--- config.mk ---
export PLATFORM = sky130hd
export DESIGN_NAME = fmap_stream_reader
export DESIGN_NICKNAME = d
export VERILOG_FILES = /design/src/rtl/fmap_stream_reader.sv
export SDC_FILE = /design/constraint.sdc
export NUM_CORES = 2
export LEC_CHECK = 0
export ABC_AREA = 1
export CAP_MARGIN = 30
export CORE_ASPECT_RATIO = 1.1
export CORE_MARGIN = 8
export CORE_UTILIZATION = 26
export DETAILED_ROUTE_END_ITERATION = 8
export GPL_TIMING_DRIVEN = 0
export SLEW_MARGIN = 20
export SYNTH_ARGS = -nofsm -noshare
export SYNTH_HDL_FRONTEND = slang
export SYNTH_SLANG_ARGS = --single-unit
export TNS_END_PERCENT = 10
--- constraint.sdc ---
create_clock -name clk -period 3.79 [get_ports clk]
set_input_delay 0.758 -clock clk [delete_from_list [all_inputs] [get_ports clk]]
set_output_delay 0.758 -clock clk [all_outputs]
set_load 0.03 [all_outputs]
--- src/rtl/fmap_stream_reader.sv ---
// Raster-order feature-map reader: issues frame-RAM reads, absorbs the 1-cycle
// read latency and streams one all-channel pixel vector per cycle over ready/valid.
module fmap_stream_reader #(
    parameter int DATA_WIDTH   = 8,
    parameter int IMAGE_SIZE   = 222,
    parameter int NUM_CHANNELS = 64,
    parameter int ADDR_WIDTH   = 16
) (
    input  logic                               clk,
    input  logic                               rst_n,
    input  logic                               start,
    output logic                               mem_rd_en,
    output logic [ADDR_WIDTH-1:0]              mem_addr,
    input  logic [NUM_CHANNELS*DATA_WIDTH-1:0] mem_rd_data,
    output logic [NUM_CHANNELS*DATA_WIDTH-1:0] pixel_out,
    output logic                               pixel_valid,
    input  logic                               pixel_ready,
    output logic                               row_last,
    output logic                               frame_last,
    output logic                               busy,
    output logic                               done
);

    localparam int NUM_PIX = IMAGE_SIZE * IMAGE_SIZE;
    localparam int COL_W   = (IMAGE_SIZE > 1) ? $clog2(IMAGE_SIZE) : 1;
    localparam int RD_LAT  = 1;
    localparam logic [ADDR_WIDTH-1:0] LAST_ADDR = ADDR_WIDTH'(NUM_PIX - 1);
    localparam logic [COL_W-1:0]      LAST_COL  = COL_W'(IMAGE_SIZE - 1);

    typedef enum logic [1:0] {IDLE, STREAM, DRAIN, DONE} state_t;

    typedef struct packed {
        logic row_last;
        logic frame_last;
    } tag_t;

    state_t                                    state;
    logic [ADDR_WIDTH-1:0]                     rd_addr;
    logic [COL_W-1:0]                          rd_col;

    logic [RD_LAT:0]                           vld_pipe;
    logic [RD_LAT:1]                           vld_q;
    tag_t [RD_LAT:0]                           tag_pipe;
    tag_t [RD_LAT:1]                           tag_q;
    tag_t                                      tag_new;

    logic [1:0]                                fifo_count;
    logic                                      wr_ptr;
    logic                                      rd_ptr;
    tag_t [1:0]                                fifo_tag;
    tag_t                                      head_tag;

    logic                                      issue;
    logic                                      push;
    logic                                      pop;
    logic [2:0]                                occupancy;

    logic [NUM_CHANNELS-1:0][DATA_WIDTH-1:0]   rd_lane;
    logic [NUM_CHANNELS-1:0][DATA_WIDTH-1:0]   out_lane;

    assign pixel_valid = (fifo_count != 2'd0);
    assign pop         = pixel_valid & pixel_ready;
    assign push        = vld_pipe[RD_LAT];

    // Slots already committed (stored + in flight) once this cycle's pop retires.
    assign occupancy = {1'b0, fifo_count} + {2'b00, vld_pipe[RD_LAT]} - {2'b00, pop};
    assign issue     = (state == STREAM) && (occupancy < 3'd2);

    assign mem_rd_en = issue;
    assign mem_addr  = issue ? rd_addr : '0;

    always_comb begin
        tag_new            = '0;
        tag_new.row_last   = (rd_col == LAST_COL);
        tag_new.frame_last = (rd_addr == LAST_ADDR);
    end

    always_comb begin
        vld_pipe = {vld_q, issue};
        tag_pipe = {tag_q, tag_new};
    end

    always_ff @(posedge clk) begin
        if (!rst_n) begin
            vld_q <= '0;
            tag_q <= '0;
        end else begin
            vld_q <= vld_pipe[RD_LAT-1:0];
            tag_q <= tag_pipe[RD_LAT-1:0];
        end
    end

    always_ff @(posedge clk) begin
        if (!rst_n) begin
            state   <= IDLE;
            busy    <= 1'b0;
            done    <= 1'b0;
            rd_addr <= '0;
            rd_col  <= '0;
        end else begin
            done <= 1'b0;
            if (issue) begin
                if (rd_addr != LAST_ADDR)
                    rd_addr <= rd_addr + ADDR_WIDTH'(1);
                rd_col <= (rd_col == LAST_COL) ? '0 : rd_col + COL_W'(1);
            end
            case (state)
                IDLE: begin
                    if (start) begin
                        state   <= STREAM;
                        busy    <= 1'b1;
                        rd_addr <= '0;
                        rd_col  <= '0;
                    end
                end
                STREAM: begin
                    if (issue && (rd_addr == LAST_ADDR))
                        state <= DRAIN;
                end
                DRAIN: begin
                    if (pop && head_tag.frame_last) begin
                        state <= DONE;
                        busy  <= 1'b0;
                        done  <= 1'b1;
                    end
                end
                DONE: state <= IDLE;
                default: begin
                    state <= IDLE;
                    busy  <= 1'b0;
                end
            endcase
        end
    end

    // Two-entry output FIFO: pointers and flag tags here, per-lane data below.
    always_ff @(posedge clk) begin
        if (!rst_n) begin
            fifo_count <= 2'd0;
            wr_ptr     <= 1'b0;
            rd_ptr     <= 1'b0;
            fifo_tag   <= '0;
        end else begin
            if (push) begin
                fifo_tag[wr_ptr] <= tag_pipe[RD_LAT];
                wr_ptr           <= ~wr_ptr;
            end
            if (pop)
                rd_ptr <= ~rd_ptr;
            fifo_count <= fifo_count + {1'b0, push} - {1'b0, pop};
        end
    end

    assign head_tag   = fifo_tag[rd_ptr];
    assign row_last   = pixel_valid & head_tag.row_last;
    assign frame_last = pixel_valid & head_tag.frame_last;

    assign rd_lane   = mem_rd_data;
    assign pixel_out = out_lane;

    for (genvar k = 0; k < NUM_CHANNELS; k++) begin : g_lane
        logic [1:0][DATA_WIDTH-1:0] slot;

        always_ff @(posedge clk) begin
            if (!rst_n)
                slot <= '0;
            else if (push)
                slot[wr_ptr] <= rd_lane[k];
        end

        assign out_lane[k] = slot[rd_ptr];
    end

endmodule

==> results.toml <==
[status]
run_status = "finished with violations"
violated_checks = "negative setup slack"

[timing]
timing.final.setup_violations = 16
finalClockSkew_ns = 0.0315
fmaxAchievable_mhz = 254
worst_pin_slew_ns = 0.972
fin_hold_ws_ns = 0.442
timing_max_transition_violations_final = 0
max-slew-margin-rel_pct = 35.2
rsz0062_at_grt = "yes"
timing.final.hold_violations = 0
final.setup.worst_slack_ns = -0.145
fin_crit_sh_pct = 104
final.min_clock_period_ns = 3.94

[finish]
share_of_layout_cells_above_drive_strength_1_pct = 7.50
finalInstanceArea_sq_um = 61800
num-nets-final = 8132
final_cells = 9982
area.growth.synth_to_final_pct = 42.0

[drt]
drc = 0
finalWirelength_mm = 261
drt-wirelength-per-cell_um = 26.2
first_iter_violations = 4047
detailedRoute.firstPassIterationCount = 6
ant_nets = 0
vias = 48200
viasPerCell = 4.83

[place]
port_buffers = 1048
finalWeightedCongestion = 0.933
number_of_placed_instances_taps_included = 9699
detailed_place.area_sq_um = 57100
dp_worst_setup_slack_ns = -1.48
detailed_place_hpwl_mm = 206

[clock_network]
clockRootBuffer = "sky130_fd_sc_hd__clkbuf_16"
htreeDepth = 3
cts-buffers-inserted = 118
cts_num_sinks = 1063
clock_insertion_delay_worst_skew_ns = 0.80
cts_buffer_depth = 3
cts_tree = "built"
cts-hold-fix-buffers = 0
clk_transition_reported_paths_ns = 0.06

[logic_synthesis]
yosysSeqAreaShare_pct = 48.9
cell_with_the_most_instances_after_synthesis = "sky130_fd_sc_hd__nor2_1"
synth-seq-cells = 1063
synth_top_area_share_pct = 48.9
leading_post_synthesis_cells_by_cell_area = "sky130_fd_sc_hd__dfxtp_1, sky130_fd_sc_hd__nor2_1, sky130_fd_sc_hd__nand2_1"
gate_count_of_the_mapped_netlist = 6409
synth_area_per_cell_sq_um = 6.79
synth.cell_area_sq_um = 43500
synth_nets = 6934
synthDominantAreaCellType = "sky130_fd_sc_hd__dfxtp_1"
synth_cell_types = 30
synthesis.yosys.warnings = 0
edff_count_synth = 0
ys_top_cells_by_count = "sky130_fd_sc_hd__nor2_1, sky130_fd_sc_hd__nand2_1, sky130_fd_sc_hd__dfxtp_1, sky130_fd_sc_hd__o21ai_0, sky130_fd_sc_hd__clkbuf_1"
ys.flop_type = "sky130_fd_sc_hd__dfxtp_1"
synth-async-reset-ratio_pct = 0

[critical_path]
critical_path.cell_chain = "nor2_4 -> nor2_4 -> ha_4 -> inv_4 -> ha_4 -> inv_2 -> fa_1 -> nand2_1 -> inv_2 -> nand3_4 -> buf_12 -> buf_16 -> nor2_4 -> buf_6"
worstSetupEndpointType = "output port"
critPathMostFrequentCell = "sky130_fd_sc_hd__nor2_4"
depth_of_the_worst_register_to_register_path = 17
cp_max_fo = 6
cp_slowest_cell = "sky130_fd_sc_hd__fa_1"
cp.required_ns = 3.03
criticalPathCategory = "reg -> out"
worst_setup_path_start_kind = "flop"
regToRegEndpoint = "rd_addr[15]$_SDFF_PN0_"
r2r_setup_slack_ns = 0.93
largest_stage_delay_worst_path_ns = 0.56
crit_arrival_ns = 3.18
critical_path.reg2reg.startpoint = "fifo_count[1]$_SDFF_PN0_"

[pwr]
p_int_mw = 24.5
p_leak_nw = 28.3
pwr_cell_area_nw_per_um2 = 675
combinationalPowerShare_pct = 38.3
clock_power_share_pct = 29.1
irDropWorstVdd_mv = 0.392
power_switching_share_pct = 41.2
report.power.total_mw = 41.7
power_switching_mw = 17.2
power.sequential.fraction_pct = 32.6

[floorplanning]
starting_density_pct = 26.2
core_area_sq_um = 166000
fp.dieW_um = 406
core.rowCount = 157
fp.dieArea_sq_um = 181000
top_level_ports = 1050
die_h_um = 445

[global_route]
first_global_vias = 45400
grt_remaining_overflow = 0
grt_first_pass_wirelength_mm = 355
all_layer_global_routing_usage_pct = 27.5
number_of_antenna_violations_at_the_first_check_in_global_routing = 96
grt_max_degree = 16

[worst_hold_path]
timing.hold.worst.start = "rd_col[4]$_SDFF_PN0_"
worst_hold_path_type = "reg -> reg"
hold_depth = 2
hold_path_end = "rd_col[4]$_SDFF_PN0_"

[job]
cap_viol_max_count = 0
## placed cells by master (no fill, tap or decap), types with 55 or more instances in the layout
master                            instances
sky130_fd_sc_hd__buf_2                  110
sky130_fd_sc_hd__buf_4                   61
sky130_fd_sc_hd__buf_6                   81
sky130_fd_sc_hd__clkbuf_1               204
sky130_fd_sc_hd__clkbuf_16              121
sky130_fd_sc_hd__clkdlybuf4s50_1        667
sky130_fd_sc_hd__dfxtp_1               1060
sky130_fd_sc_hd__dlygate4sd2_1          282
sky130_fd_sc_hd__dlymetal6s2s_1          55
sky130_fd_sc_hd__nand2_1               1597
sky130_fd_sc_hd__nor2_1                2094
sky130_fd_sc_hd__o21ai_0                918
sky130_fd_sc_hd__o21ai_1                126
## repair_timing
action	4_1_cts	5_1_grt
setup buffers	13	0
pin swaps	6	12
resized for setup	644	75
endpoints found under the setup margin	532	155
gates cloned	1	0
## final cells by class
class / instances / area (sq um)
Clock inverter: 42 / 490
Multi-Input combinational cell: 4826 / 19800
Antenna cell: 49 / 123
Tap cell: 2226 / 2790
Sequential cell: 1063 / 21300
Timing Repair Buffer: 1078 / 10700
Clock buffer: 178 / 3530
Buffer: 459 / 2770
Inverter: 61 / 234
Fill cell: 17700 / 105000
## state kept, by name, indices dropped and copies added, names as in the netlist
name and cells:
wr_ptr 1, fifo_count 2, rd_addr 16, rd_col 8
state 2, done 1, fifo_tag 4, tag_pipe 2
busy 1, push 1, rd_ptr 1, g_lane.slot 1024
## metrics by stage
stage / TNS [ns] / util, %
detailed placement: -29.83 / 34.3
floorplan: 0 / -
global placement: -77.75 / 34.1
finish: -1.31 / 37.1
global route: -3.41 / 37.1
CTS: -6.82 / 37.0
## cells by family (layout without fill, tap and decap cells)
logic type                 Yosys count  count (layout)  share of synthesized area [%]
and+or+nand+nor                   3746            3746                           32.5
DFF                               1063            1063                           48.9
adders and majority gates            9               9                          0.276
other                                0              49                              0
buffers and inverters              520            1818                           5.97
AOI/OAI and AO/OA                 1069            1069                           12.3
xor gates and xnor gates             2               2                         0.0403
## routing by layer
layer,global-route usage (%),vias to the layer above,part of all wire [%]
li1,-,22500,-
met1,32.0,22900,38
met2,46.2,2210,47
met3,7.74,474,9.0
met4,13.5,58,5.3
met5,0,-,0.14
## worst max-delay path, delay by kind of cell (launching register included)
family,cells,cell delay (ns)
buffers and inverters,6,0.61
flip-flops,1,0.36
adder cells (fa/ha/maj),3,0.89
AND/OR/NAND/NOR,5,0.50
## worst max-delay path by stage
| stage | slack (ns) | start | end |
|---|---|---|---|
| 2_1_floorplan | 0.09 | pixel_ready | mem_addr[0] |
| 3_3_place_gp | -1.48 | pixel_ready | mem_addr[8] |
| 3_5_place_dp | -1.48 | pixel_ready | mem_addr[8] |
| 4_1_cts | -0.22 | rd_ptr$_SDFFE_PN0P_ | pixel_out[140] |
| 5_1_grt | -0.26 | fifo_count[1]$_SDFF_PN0_ | mem_addr[8] |
| 6_report | -0.15 | fifo_count[1]$_SDFF_PN0_ | mem_addr[8] |
## power groups by stage
stage / sequential (mW) / combinational [mW] / clock [mW]
final: 13.6 / 16.0 / 12.1
after global routing: 13.8 / 16.9 / 12.7
after CTS: 13.6 / 16.1 / 12.3
after detailed placement: 13.8 / 16.0 / 0
after global placement: 13.7 / 15.8 / 0
after floorplan: 13.6 / 7.79 / 0
Power figures use the tool's default switching activity.
